[src/rtl/hazard_ctrl.sv]
// RAW hazard stall / redirect flush sequencer for the 5-stage RV32 pipe; outputs are same-cycle combinational.
// Reg_Stall holds PC + IF/ID for exactly the producer's distance; redirect overrides and flushes.
// Optional HAZARD_PERF_EN adds saturating stall-cycle and flush counters.
module hazard_ctrl #(
  parameter int RF_ADDRESS  = 5,
  parameter int STALL_CNT_W = 2
`ifdef HAZARD_PERF_EN
  ,
  parameter int PERF_W      = 32
`endif
) (
  input  logic                  clk,
  input  logic                  reset,
  input  logic [RF_ADDRESS-1:0] id_rs1,
  input  logic [RF_ADDRESS-1:0] id_rs2,
  input  logic                  id_use_rs1,
  input  logic                  id_use_rs2,
  input  logic [RF_ADDRESS-1:0] ex_rd,
  input  logic                  ex_regwrite,
  input  logic [RF_ADDRESS-1:0] mem_rd,
  input  logic                  mem_regwrite,
  input  logic [RF_ADDRESS-1:0] wb_rd,
  input  logic                  wb_regwrite,
  input  logic                  redirect,
  output logic                  Reg_Stall,
  output logic                  id_ex_bubble,
  output logic                  if_id_flush,
  output logic                  ex_mem_flush,
  output logic                  busy
`ifdef HAZARD_PERF_EN
  ,
  output logic [PERF_W-1:0]     perf_stall_cycles,
  output logic [PERF_W-1:0]     perf_flushes
`endif
);

  typedef enum logic {RUN, STALL} state_t;

  state_t                 state;
  logic [STALL_CNT_W-1:0] cnt;
  logic [STALL_CNT_W-1:0] depth;
  logic [STALL_CNT_W-1:0] depth_m1;
  logic [STALL_CNT_W-1:0] cnt_dec;
  logic [STALL_CNT_W-1:0] cnt_nxt;
  logic                   match_ex;
  logic                   match_mem;
  logic                   match_wb;
  logic                   hazard;

  // x0 is never a real producer, so it is excluded from every match.
  always_comb begin
    match_ex  = ex_regwrite  && (ex_rd  != '0) &&
                ((id_use_rs1 && (id_rs1 == ex_rd))  || (id_use_rs2 && (id_rs2 == ex_rd)));
    match_mem = mem_regwrite && (mem_rd != '0) &&
                ((id_use_rs1 && (id_rs1 == mem_rd)) || (id_use_rs2 && (id_rs2 == mem_rd)));
    match_wb  = wb_regwrite  && (wb_rd  != '0) &&
                ((id_use_rs1 && (id_rs1 == wb_rd))  || (id_use_rs2 && (id_rs2 == wb_rd)));
  end

  // Nearest writer decides how many cycles the consumer must wait.
  always_comb begin
    depth = '0;
    if (match_ex)       depth = STALL_CNT_W'(3);
    else if (match_mem) depth = STALL_CNT_W'(2);
    else if (match_wb)  depth = STALL_CNT_W'(1);
  end

  always_comb begin
    hazard   = (depth != '0) && !redirect;
    depth_m1 = (depth == '0) ? '0 : depth - STALL_CNT_W'(1);
    cnt_dec  = (cnt == '0)   ? '0 : cnt - STALL_CNT_W'(1);
    cnt_nxt  = cnt_dec;
    if (hazard && (depth_m1 > cnt_dec)) cnt_nxt = depth_m1;
  end

  always_ff @(posedge clk or posedge reset) begin
    if (reset) begin
      state <= RUN;
      cnt   <= '0;
    end else if (redirect) begin
      state <= RUN;
      cnt   <= '0;
    end else begin
      case (state)
        RUN: begin
          if (hazard) begin
            cnt   <= depth_m1;
            state <= (depth > STALL_CNT_W'(1)) ? STALL : RUN;
          end
        end
        STALL: begin
          cnt   <= cnt_nxt;
          state <= (cnt_nxt == '0) ? RUN : STALL;
        end
        default: begin
          state <= RUN;
          cnt   <= '0;
        end
      endcase
    end
  end

  // Outputs are forced low while reset is held, independent of the inputs.
  always_comb begin
    busy         = !reset && (state == STALL);
    Reg_Stall    = !reset && (hazard || busy) && !redirect;
    id_ex_bubble = !reset && (hazard || busy || redirect);
    if_id_flush  = !reset && redirect;
    ex_mem_flush = !reset && redirect;
  end

`ifdef HAZARD_PERF_EN
  always_ff @(posedge clk or posedge reset) begin
    if (reset) begin
      perf_stall_cycles <= '0;
      perf_flushes      <= '0;
    end else begin
      if (Reg_Stall && !(&perf_stall_cycles)) perf_stall_cycles <= perf_stall_cycles + PERF_W'(1);
      if (redirect && !(&perf_flushes))       perf_flushes      <= perf_flushes + PERF_W'(1);
    end
  end
`endif

endmodule
[config.mk]
export PLATFORM = sky130hd
export DESIGN_NAME = hazard_ctrl
export DESIGN_NICKNAME = d
export VERILOG_FILES = /design/src/rtl/hazard_ctrl.sv
export SDC_FILE = /design/constraint.sdc
export NUM_CORES = 1
export LEC_CHECK = 0
export ABC_AREA = 0
export BUFFER_PORTS_ARGS = -buffer_cell sky130_fd_sc_hd__buf_4
export CAP_MARGIN = 20
export CELL_PAD_IN_SITES_DETAIL_PLACEMENT = 1
export CELL_PAD_IN_SITES_GLOBAL_PLACEMENT = 1
export CORE_MARGIN = 3
export CORE_UTILIZATION = 30
export DETAILED_ROUTE_END_ITERATION = 8
export HOLD_SLACK_MARGIN = 0.15
export PLACE_DENSITY = 0.9
export SLEW_MARGIN = 20
export SYNTH_ARGS = -nofsm -noshare
export SYNTH_HDL_FRONTEND = slang
export SYNTH_SLANG_ARGS = --single-unit
[constraint.sdc]
create_clock -name clk -period 2.19 [get_ports clk]
set_input_delay 0.1095 -clock clk [delete_from_list [all_inputs] [get_ports clk]]
set_output_delay 0.1095 -clock clk [all_outputs]
set_load 0.01 [all_outputs]
# --- Yosys cells after proc, flatten, opt, wreduce, memory -nomap -nowiden ---
# Index checks and enable logic that the tools add are counted.
op_classes:
  n_eq_ne: 7
  magnitude_cmp: 2
  n_bitwise: 1
  add_sub_neg: 2
  reduce_logical: 33
  muxes: 14
op_table:
  columns: ["op", "n"]
  rows:
  - ["5-bit equality test", 6]
  - ["1-bit logical AND", 19]
  - ["5-bit nonzero test", 3]
  - ["2-bit 2-to-1 mux", 7]
  - ["2-bit zero test", 3]
  - ["1-bit logical OR", 5]
  - ["1-bit 2-to-1 mux", 5]
  - ["2-bit one-hot mux with 2 select lines", 1]
  - ["2-bit by 1-bit subtractor with 2-bit output (second input constant)", 2]
  - ["3-bit != test (second input constant)", 1]
  - ["2-bit by 1-bit greater-than comparator with 1-bit output (second input constant)", 1]
  - ["2-bit greater-than comparator", 1]
  - ["1-bit zero test", 2]
  - ["1-bit one-hot mux with 2 select lines", 1]
  - ["2-bit nonzero test", 1]
  - ["1-bit inverter", 1]
word_totals:
  wordCells: 61
  out_inout_bits: 5
  reg_bits: 3
  input_bits: 33

# --- Depth between registers and ports, before layout ---
# Gate-level depths: netlist of the first run.
depth:
  ltp_word: 16
  depth_mapped: 11

# --- Worst setup path before layout of the first run ---
# Ideal clock, no wire load.
synth_path:
  path_type: "input to register"
  startpoint: "in ex_rd[0]"
  endpoint: "reg cnt[0]"
  setup_time_ps: 124
  slack_ps: -203
  stages: 8
  path_buffers: 0
  t_arrival_ps: 2269
  path_cell_list: "or4_1 > o221ai_2 > or2b_1 > ha_1 > a21oi_1 > o21ai_0 > o211a_1 > o31a_1"
synth_via:
  elab_chain_len: 12
  elab_cells_between_ends: 21
  classes_between: "add/sub (1); order compare (1); eq/ne (3); mux (6); reduce/logical (10)"
synth_lines:
  columns: ["element", "line", "rtl"]
  rows:
  - ["start: declaration", "18", "input logic [RF_ADDRESS-1:0] ex_rd,"]
  - ["5-bit equality test", "53", "((id_use_rs1 && (id_rs1 == ex_rd)) || (id_use_rs2 && (id_rs2 == ex_rd)));"]
  - ["1-bit logical AND", "53", null]
  - ["1-bit logical OR", "53", null]
  - ["1-bit logical AND (*)", "52", "match_ex = ex_regwrite && (ex_rd != '0) &&"]
  - ["2-bit 2-to-1 mux (*)", "63", "if (match_ex) depth = STALL_CNT_W'(3);"]
  - ["2-bit by 1-bit subtractor with 2-bit output or 2-bit zero test (tied branches)", "70", "depth_m1 = (depth == '0) ? '0 : depth - STALL_CNT_W'(1);"]
  - ["2-bit 2-to-1 mux", "70", null]
  - ["2-bit greater-than comparator", "73", "if (hazard && (depth_m1 > cnt_dec)) cnt_nxt = depth_m1;"]
  - ["1-bit logical AND", "73", null]
  - ["2-bit 2-to-1 mux", "73", null]
  - ["2-bit one-hot mux with 2 select lines", "84", "case (state)"]
  - ["2-bit 2-to-1 mux", "80", "end else if (redirect) begin"]
  - ["end signal: assignment", "87", "cnt <= depth_m1;"]
  - ["end signal: assignment", "92", "cnt <= cnt_nxt;"]
  - ["end: declaration", "40", "logic [STALL_CNT_W-1:0] cnt;"]
# Mark *: on every way between the ends. The rest lies on a longest branch, timed or not. The select of a mux whose other input is x is not followed.
# A chain may end at the register's enable or synchronous reset.

# --- Worst setup path after layout of the first run ---
layout_path:
  startpoint: "in ex_rd[2]"
  endpoint: "reg cnt[0]"
# Same word-level chain as after synthesis.

==> results.md, run 1 <==
- Finished Core Util: 0.6225
- Worst Skew: 7.288 ps
- Final WS setup: -26.25 ps
- Congestion Overflow GR: 0
- Vias per cell: 5.274
- Hpwl dp: 2524 microns
- CP arrival: 2330 ps
- Largest net degree at the start of global routing: 8
- Final #Nets: 177
- Die extent in y: 53.41 microns
- Worst reg-to-reg path cell count: 6
- N_diodes: 0
- Fmax: 451.2 MHz
- Final period util: 1.012
- Final Wtd Congestion: 0.8197
- Critical Path RT: 2300 ps
- Layout cells sized above 1: 0.5106
- Starting Density: 0.3303
- Pleak: 0.5926 nW
- Crit path max fanout: 3
- Avg Cell Area, Syn: 8.224 sq um
- Hold Fails Final Rpt: 0
- CTS H-tree depth: 1
- Global-route wire length before repair: 4609 microns
- Core area: 0.002042 sq mm
- Power per cell area: 283.5 mW/mm^2
- Worst vdd ir: 0.3335 mV
- Gate Count Post-Synth: 82
- CTS tree: built
- Synth cell types: 26
- CTS root buf: clkbuf_4
- Worst-margin pin slew: 320.9 ps
- DRT met1 WL: 1369 microns
- 1st-iter DRT viols: 9
- Flops & latches, synth: 3
- Met2 WL: 1786 microns
- Post-route ant nets: 0
- Total power: 360.4 uW
- Detailed-route via count: 886
- P&R area growth vs syn: 88.50%
- Part of the Yosys area used for sequential elements: 0.1113
- RR Startpoint: cnt[0]
- Pre-antenna DRT Iters: 4
- Clk slew on worst S/H paths: 40 ps
- Global Route Usage Sum: 0.2252
- Top Ports: 38
- Crit path launch: ex_rd[2]
- Max_slew headroom: 0.7841
- Final hold slack: 340.7 ps
- Max Used Layer: met4
- # setup viols final: 1
- Setup CP Type: primary input to register
- Hold Crit Class: primary input to asynchronous set/reset pin
- Synthesized area: 674.4 sq um
- # rows: 16
- TritonCTS Buffers: 3
- Clk sinks: 3
- TNS Setup: -26.25 ps
- DR WL/cell: 19.91 microns
- Clk_lat worst skew: 240 ps
- Clock buffer depth: 2
- Status: complete, but fails checks
- Die X: 53.41 microns
- Initial antenna violation count: 0
- Total Die Area: 0.002853 sq mm
- Post-synth net total: 117
- Setup crit start kind: primary input
- IO buf count: 37
- DRC: 0
- Pre-CTS setup slack: -202.2 ps
- Routed WL: 3345 microns
- Element type at the critical path end: register
- Routed met3 length: 80 microns
- Failing checks: negative setup slack
- YS warnings: 0
- RSZ-0062 raised after global routing: yes
- Fin. max-slew vios: 0
- Max-Cap Viols: 0
- Period minus WS final: 2216 ps
- Vias in the first global route: 978
[what timing repair did]
action                                  in CTS  in global routing
endpoints found under the setup margin       0                  4
buffers inserted                             0                  3
gates resized for setup                      0                 17
hold endpoints to repair                     5                  0
hold buffers                                 2                  0
[power by group]
group | switching [mW] | internal [mW] | leakage (nW)
Sequential | 0.00203 | 0.0569 | 0.0418
Combinational | 0.0905 | 0.110 | 0.536
Clock | 0.0329 | 0.0685 | 0.0150
[path summary, 6_finish.rpt]
check	endpoint	slack, ps
max	cnt[0]	-30
min	state	340
max reg2reg	cnt[0]	410
min reg2reg	cnt[1]	640
max in group asynchronous	cnt[0]	1710
min in group clk	state	440
[registers in the layout (all words and copies together), names as in the netlist]
name,count
cnt,2
state,1
[cells in the final DEF (no fill, tap or decap), types with 2 or more instances in the layout]
cell type	Yosys	layout
nor2b_1	2	2
xor2_2	0	3
inv_1	4	4
o211ai_1	2	2
nor2_1	3	3
nor4_2	0	2
dlygate4sd3_1	0	2
a21oi_2	0	2
a21oi_1	6	4
or4_1	3	2
buf_6	0	6
clkbuf_4	0	3
nor4_1	6	4
xor2_1	24	21
and3_1	6	6
xnor2_1	6	6
buf_8	0	2
ha_1	2	2
buf_4	1	45
dfrtp_1	3	3
[critical path, stage by stage]
cell and delay [ps]:
buf_4 120, buf_4 140, xor2_1 150, nor4_1 250
and3_1 270, o221ai_4 120, or2b_1 200, ha_1 240
a21oi_2 150, o21ai_2 70, o211a_1 210, o31a_1 290
[synth_stat cells]
master / count / area [sq um]
or4_1: 3 / 22.52
o221ai_2: 2 / 30.03
or2b_1: 1 / 7.510
o211ai_1: 2 / 15.01
ha_1: 2 / 25.02
o31a_1: 1 / 8.760
a21oi_1: 6 / 30.03
nand4_1: 1 / 6.260
and3_1: 6 / 37.54
o221ai_1: 1 / 8.760
inv_1: 4 / 15.01
a41oi_1: 1 / 8.760
nor3_1: 1 / 5.000
and2_2: 1 / 7.510
nor4_1: 6 / 37.54
o21ai_0: 1 / 5.000
a22o_2: 1 / 10.01
xnor2_1: 6 / 52.55
and3_4: 1 / 11.26
o211a_1: 1 / 10.01
nand2_1: 1 / 3.750
nor2_1: 3 / 11.26
buf_4: 1 / 7.510
xor2_1: 24 / 210.2
dfrtp_1: 3 / 75.07
nor2b_1: 2 / 12.51
[area by class of cell]
cell class                 instances  area [sq um]
multi-input combinational         74         645.6
tap                               27         33.78
inverter                           4         15.01
timing repair buffer              56         475.5
clock buffer                       4         26.28
fill                             242         770.7
sequential                         3         75.07
[layer usage]
layer | global-route usage | up-vias
met1 | 0.2812 | 436
met2 | 0.3939 | 23
met5 | 0 | -
met3 | 0.03099 | 8
met4 | 0.06383 | 0
li1 | - | 419
[cells by family after synthesis]
kind of cell,count (synthesis),synth area share
compound gates,16,0.1874
flops,3,0.1113
simple gates,26,0.2412
fa+ha+maj,2,0.03710
buf+inv,5,0.03339
xor+xnor,30,0.3896
[metrics by stage]
stage	cells	area, sq um
3_3_place_gp	159	1119
4_1_cts	165	1165
2_1_floorplan	82	696.9
6_report	168	1271
5_1_grt	168	1271
3_5_place_dp	159	1119
Power figures use the tool's default switching activity.
==> run 2, diff against run 1 <==
BUFFER_PORTS_ARGS = -buffer_cell sky130_fd_sc_hd__buf_2   (was -buffer_cell sky130_fd_sc_hd__buf_4)
==> run 2 against run 1 <==
  * The flow still finishes with violations (negative setup slack)
  * Routed wire length up 5.4%
  * Fmax up 0.76%
  * Worst hold slack worse by 13 ps
  * Non-clock buffer count down 1
  * Die area unchanged
  * Count of clock-buffer cells in the layout unchanged
  * Global-route usage about the same
  * Clock skew up 7.1 ps
  * Register-to-register slack worse by 60 ps
  * Final cell count down 0.60%
  * Sequential share of layout area up 0.45 points
  * Critical path type is now primary input to output pin
  * Largest cell class unchanged
==> results.md, run 2 (synthesized netlist as in run 1, its figures left out) <==
- Setup crit start kind: primary input (unchanged)
- Max_slew headroom: 0.7492 (was 0.7841)
- # setup viols final: 2 (was 1)
- Global-route wire length before repair: 4540 microns (was 4609 microns)
- Clock buffer depth: 2 (unchanged)
- Period minus WS final: 2200 ps (was 2216 ps)
- Crit path max fanout: 4 (was 3)
- CTS tree: built (unchanged)
- Starting Density: 0.3303 (unchanged)
- Max-Cap Viols: 0 (unchanged)
- Placed Area: 0.001021 sq mm (was 0.001119 sq mm)
- Worst-margin pin slew: 376.2 ps (was 320.9 ps)
- Largest registers: cnt (2), state (1) (unchanged)
- Pleak: 0.5577 nW (was 0.5926 nW)
- CP arrival: 2090 ps (was 2330 ps)
- Final period util: 1.004 (was 1.012)
- DRC: 0 (unchanged)
- Failing checks: negative setup slack (unchanged)
- Total Die Area: 0.002853 sq mm (unchanged)
- Pre-CTS setup slack: -272.7 ps (was -202.2 ps)
- Vias in the first global route: 969 (was 978)
- N_diodes: 0 (unchanged)
- Pre-antenna DRT Iters: 6 (was 4)
- Final-layout fill cell count: 265 (was 242)
- Post-route ant nets: 0 (unchanged)
- Power per cell area: 297.4 mW/mm^2 (was 283.5 mW/mm^2)
- Commonest non-fill, non-tap cell in the layout: buf_2 (was buf_4)
- Status: complete, but fails checks (unchanged)
- Final WS setup: -9.514 ps (was -26.25 ps)
- Die X: 53.41 microns (unchanged)
- # rows: 16 (unchanged)
- CTS H-tree depth: 1 (unchanged)
- Fin. max-slew vios: 0 (unchanged)
- Core area: 0.002042 sq mm (unchanged)
- Global Route Usage Sum: 0.2251 (was 0.2252)
- Clk_lat worst skew: 250 ps (was 240 ps)
- Design area: 0.001181 sq mm (was 0.001271 sq mm)
- DR WL/cell: 21.12 microns (was 19.91 microns)
- TritonCTS Buffers: 3 (unchanged)
- Hold Crit Class: primary input to asynchronous set/reset pin (unchanged)
- Hold Fails Final Rpt: 0 (unchanged)
- Finished Core Util: 0.5784 (was 0.6225)
- Critical Path RT: 2080 ps (was 2300 ps)
- CTS root buf: clkbuf_4 (unchanged)
- Fmax: 454.6 MHz (was 451.2 MHz)
- Initial antenna violation count: 0 (unchanged)
- Largest net degree at the start of global routing: 8 (unchanged)
- Routed WL: 3527 microns (was 3345 microns)
- Clk slew on worst S/H paths: 50 ps (was 40 ps)
- Most frequent cells in the layout: buf_2, xor2_1, buf_4, xnor2_1, and3_1 (was buf_4, xor2_1, xnor2_1, and3_1, buf_6)
- Final #Nets: 176 (was 177)
- Final Wtd Congestion: 0.7749 (was 0.8197)
- 1st-iter DRT viols: 14 (was 9)
- Max FFs per register: 2 (unchanged)
- Largest Register: cnt (unchanged)
- Top Ports: 38 (unchanged)
- Clk sinks: 3 (unchanged)
- IO buf count: 37 (unchanged)
- Worst vdd ir: 0.3299 mV (was 0.3335 mV)
- DP Cell Count: 160 (was 159)
- RSZ-0062 raised after global routing: yes (unchanged)
- Total power: 351.3 uW (was 360.4 uW)
- Layout cells sized above 1: 0.5214 (was 0.5106)
- Vias per cell: 5.557 (was 5.274)
- Congestion Overflow GR: 0 (unchanged)
- Die extent in y: 53.41 microns (unchanged)
- Setup CP Type: primary input to output pin (was primary input to register)
- Worst Skew: 14.43 ps (was 7.288 ps)
- Element type at the critical path end: output pin (was register)
- Detailed-route via count: 928 (was 886)
- Hpwl dp: 2414 microns (was 2524 microns)
- Post-route insts no fill: 167 (was 168)
- P&R area growth vs syn: 75.14% (was 88.50%)
-- run 2: changes by cell type in the layout (fill, tap and decap cells not counted), sizes merged --
cell and change:
buf -1
-- run 2: area by class of cell --
class                   count  area, sq um  share of cell area
well taps                  27        33.78             0.02860
inverters                   4        15.01             0.01271
clock buffers               4        26.28             0.02225
flip-flops and latches      3        75.07             0.06356
repair buffers             55        360.3              0.3051
multi-input cells          74        670.6              0.5678
-- run 2: path summary, 6_finish.rpt --
| path | from | end | slack, ps | cells after the start |
|---|---|---|---|---|
| setup / recovery | id_rs2[2] | id_ex_bubble | -10 | 11 |
| hold / removal | reset | cnt[1] | 330 | 3 |
| setup reg to reg | cnt[1] | state | 350 | 7 |
| hold reg to reg | cnt[1] | cnt[1] | 720 | 2 |
| max in group asynchronous | reset | cnt[0] | 1710 | 3 |
| min in group clk | mem_regwrite | state | 410 | 5 |
-- run 2: what timing repair did --
action / CTS / global route
resized for setup: 2 / 23
endpoints found under the hold margin: 5 / 0
hold buffers: 2 / 0
setup buffers: 0 / 1
endpoints found under the setup margin: 3 / 3
pin swaps: 3 / 18
-- run 2: through the flow --
step           hold slack [ps]  setup TNS [ps]
2_1_floorplan           -136.9          -32.47
3_3_place_gp             12.79          -362.6
3_5_place_dp             31.06          -730.5
4_1_cts                  322.2               0
5_1_grt                  338.4          -269.4
6_report                 327.4          -13.33
-- run 2: report_power, final --
part | switching, mW | leakage [nW] | internal, mW
Combinational | 0.0926 | 0.501 | 0.0885
Sequential | 0.00260 | 0.0418 | 0.0567
Clock | 0.0417 | 0.0150 | 0.0691
-- run 2: worst max-delay path, cell delays in order --
cell      delay (ps)
buf_2            110
buf_4            140
buf_4            130
xor2_1           170
nor4_1           220
and3_1           250
o221ai_1         170
and3_4           210
and2_2           200
a21oi_1          200
buf_2            180
-- run 2: metal layers --
| layer | routed length [microns] | share of wire | track usage |
|---|---|---|---|
| met4 | 160 | 0.045 | 0.05957 |
| met5 | 0 | 0 | 0 |
| met2 | 1871 | 0.53 | 0.4061 |
| met3 | 200 | 0.057 | 0.05352 |
| met1 | 1294 | 0.37 | 0.2591 |
==> run 3, diff against run 2 <==
BUFFER_PORTS_ARGS = unset   (was -buffer_cell sky130_fd_sc_hd__buf_2)
CORE_UTILIZATION = 42   (was 30)
DONT_BUFFER_PORTS = 1   (was unset)
PLACE_DENSITY = 0.87   (was 0.9)
==> run 3 against run 2 <==
  * The flow now finishes without violations
  * Register-to-register slack better by 100 ps
  * Core utilization is 1.2 points lower
  * Non-clock buffer count decreased by 48
  * Final cell count shrank 36%
  * Clock skew down 6.4 ps
  * Sequential power shrank 1%
  * Fmax is 9.7% higher
  * Critical path type is now primary input to register
  * Largest cell class unchanged
  * Highest routed layer unchanged
==> results.md, run 3 (synthesized netlist as in run 1, its figures left out) <==
- Status: finished clean (was complete, but fails checks)
- RR Startpoint: cnt[1] (unchanged)
- Worst reg-to-reg path cell count: 7 (unchanged)
- Largest registers: cnt (2), state (1) (unchanged)
- Internal: 169.8 uW (was 214.3 uW)
- P&R area growth vs syn: 17.44% (was 75.14%)
- Top Ports: 38 (unchanged)
- Worst vdd ir: 0.2313 mV (was 0.3299 mV)
- Total Die Area: 0.002122 sq mm (was 0.002853 sq mm)
- Finished Core Util: 0.5662 (was 0.5784)
- TritonCTS Buffers: 3 (unchanged)
- Most frequent cells in the layout: xor2_1, nor4_1, xnor2_1, and3_1 (was buf_2, xor2_1, buf_4, xnor2_1, and3_1)
- Number of gates resized after cts: 0 (was 2)
- Placed Area: 745.7 sq um (was 0.001021 sq mm)
- Hpwl dp: 1833 microns (was 2414 microns)
- Clock share of power: 0.415 (was 0.315)
- Worst flop-to-flop path endpoint: state (unchanged)
- Crit path max fanout: 4 (unchanged)
- Fmax: 498.9 MHz (was 454.6 MHz)
- Clk sinks: 3 (unchanged)
- Initial antenna violation count: 0 (unchanged)
- Global Route Usage Sum: 0.2391 (was 0.2251)
- Pre-antenna DRT Iters: 4 (was 6)
- IO buf count: 0 (was 37)
- N_diodes: 0 (unchanged)
- Setup crit start kind: primary input (unchanged)
- Sw power: 67.84 uW (was 137.0 uW)
- Critical Path RT: 2330 ps (was 2080 ps)
- FF/Latch Area: 75.07 sq um (unchanged)
- Area of the multi-input gates: 599.3 sq um (was 670.6 sq um)
- Element type at the critical path end: register (was output pin)
- CTS H-tree depth: 1 (unchanged)
- Largest Register: cnt (unchanged)
- Pre-CTS setup slack: -64.06 ps (was -272.7 ps)
- Max-Cap Viols: 0 (unchanged)
- Vias per cell: 6.364 (was 5.557)
- Worst-margin pin slew: 400.8 ps (was 376.2 ps)
- Clock buffer depth: 2 (unchanged)
- Commonest non-fill, non-tap cell in the layout: xor2_1 (was buf_2)
- Final #Nets: 128 (was 176)
- Vias in the first global route: 776 (was 969)
- Max_slew headroom: 0.7308 (was 0.7492)
- DRC: 0 (unchanged)
- Switching Fraction: 0.2855 (was 0.3899)
- Starting Density: 0.4821 (was 0.3303)
- Core area: 0.001399 sq mm (was 0.002042 sq mm)
- Global-route wire length before repair: 3594 microns (was 4540 microns)
- RSZ-0062 raised after global routing: no (was yes)
- Layout cells sized above 1: 0.1739 (was 0.5214)
- Power per cell area: 300.0 mW/mm^2 (was 297.4 mW/mm^2)
- Setup CP Type: primary input to register (was primary input to output pin)
- R2r setup slk: 450 ps (was 350 ps)
- Die extent in y: 46.07 microns (was 53.41 microns)
- CTS tree: built (unchanged)
- Comb pwr share: 0.339 (was 0.516)
- Congestion Overflow GR: 0 (unchanged)
- Post-CTS Setup Repair Bufs: 0 (unchanged)
- Seq pwr share: 0.246 (was 0.169)
- DR WL/cell: 21.11 microns (was 21.12 microns)
- CP arrival: 2150 ps (was 2090 ps)
- Period minus WS final: 2005 ps (was 2200 ps)
- # rows: 13 (was 16)
- Final period util: 0.9153 (was 1.004)
- Clk_lat worst skew: 230 ps (was 250 ps)
- CTS root buf: clkbuf_4 (unchanged)
- Pleak: 0.3332 nW (was 0.5577 nW)
- Detailed-route via count: 681 (was 928)
- Die X: 46.07 microns (was 53.41 microns)
- Design area: 792.0 sq um (was 0.001181 sq mm)
- Routed WL: 2259 microns (was 3527 microns)
- Hold Fails Final Rpt: 0 (unchanged)
- Final-layout fill cell count: 161 (was 265)
- Final Wtd Congestion: 0.8562 (was 0.7749)
- 1st-iter DRT viols: 11 (was 14)
- Post-route ant nets: 0 (unchanged)
- Fin. max-slew vios: 0 (unchanged)
- # setup viols final: 0 (was 2)
- Max FFs per register: 2 (unchanged)
- Hold Crit Class: primary input to asynchronous set/reset pin (unchanged)
- # hold bufs at CTS: 2 (unchanged)
- Largest net degree at the start of global routing: 8 (unchanged)
- Worst Skew: 8.060 ps (was 14.43 ps)
- Clk slew on worst S/H paths: 40 ps (was 50 ps)
- Final WS setup: 185.4 ps (was -9.514 ps)
-- run 3: cell types whose count changed in the layout (fill, tap and decap cells not counted), sizes merged --
cell,previous run,this run
buf,53,5
-- run 3: how the worst max path moves through the flow --
stage,start,end,slack [ps],depth (start not counted)
2_1_floorplan,ex_rd[3],cnt[0],-30,8
3_3_place_gp,ex_rd[3],state,-8,9
3_5_place_dp,ex_rd[3],cnt[0],-60,8
4_1_cts,ex_rd[3],cnt[0],180,8
5_1_grt,ex_rd[3],cnt[1],70,9
6_report,ex_rd[3],state,190,9
-- run 3: layout make-up --
class                   count  share of cell area
inverters                   4             0.01896
well taps                  15             0.02370
clock buffers               4             0.03318
flip-flops and latches      3             0.09479
repair buffers              7             0.07267
multi-input cells          74              0.7567
-- run 3: power by group through the flow --
stage,sequential (mW),combinational [mW],clock (mW)
6_report,0.0585,0.0805,0.0986
3_3_place_gp,0.0591,0.0699,0
3_5_place_dp,0.0593,0.0748,0
2_1_floorplan,0.0588,0.0626,0
4_1_cts,0.0585,0.0798,0.102
5_1_grt,0.0589,0.0873,0.108
-- run 3: per-layer routing --
metal  vias to the layer above  part of all wire  track usage
met3                         2             0.083      0.03125
met5                         -                 0            0
met2                        34              0.50       0.4176
met4                         0             0.011      0.07386
met1                       324              0.41       0.2991
li1                        321                 -            -
-- run 3: through the flow --
step	power [mW]	TNS, ps	std cells	hold slack (ps)
finish	0.2376	0	107	204.2
global route	0.2544	0	107	198.9
CTS	0.2399	0	107	195.8
detailed placement	0.1341	-157.8	101	-125.6
global placement	0.1289	-7.531	101	-125.9
floorplan	0.1214	-32.47	82	-136.9
-- run 3: worst max-delay path, stage by stage --
cell	delay [ps]
or4_4	530
o221ai_4	230
or2b_1	270
ha_1	290
a21oi_2	140
o21ai_2	90
buf_4	140
a22o_2	200
a21oi_1	150
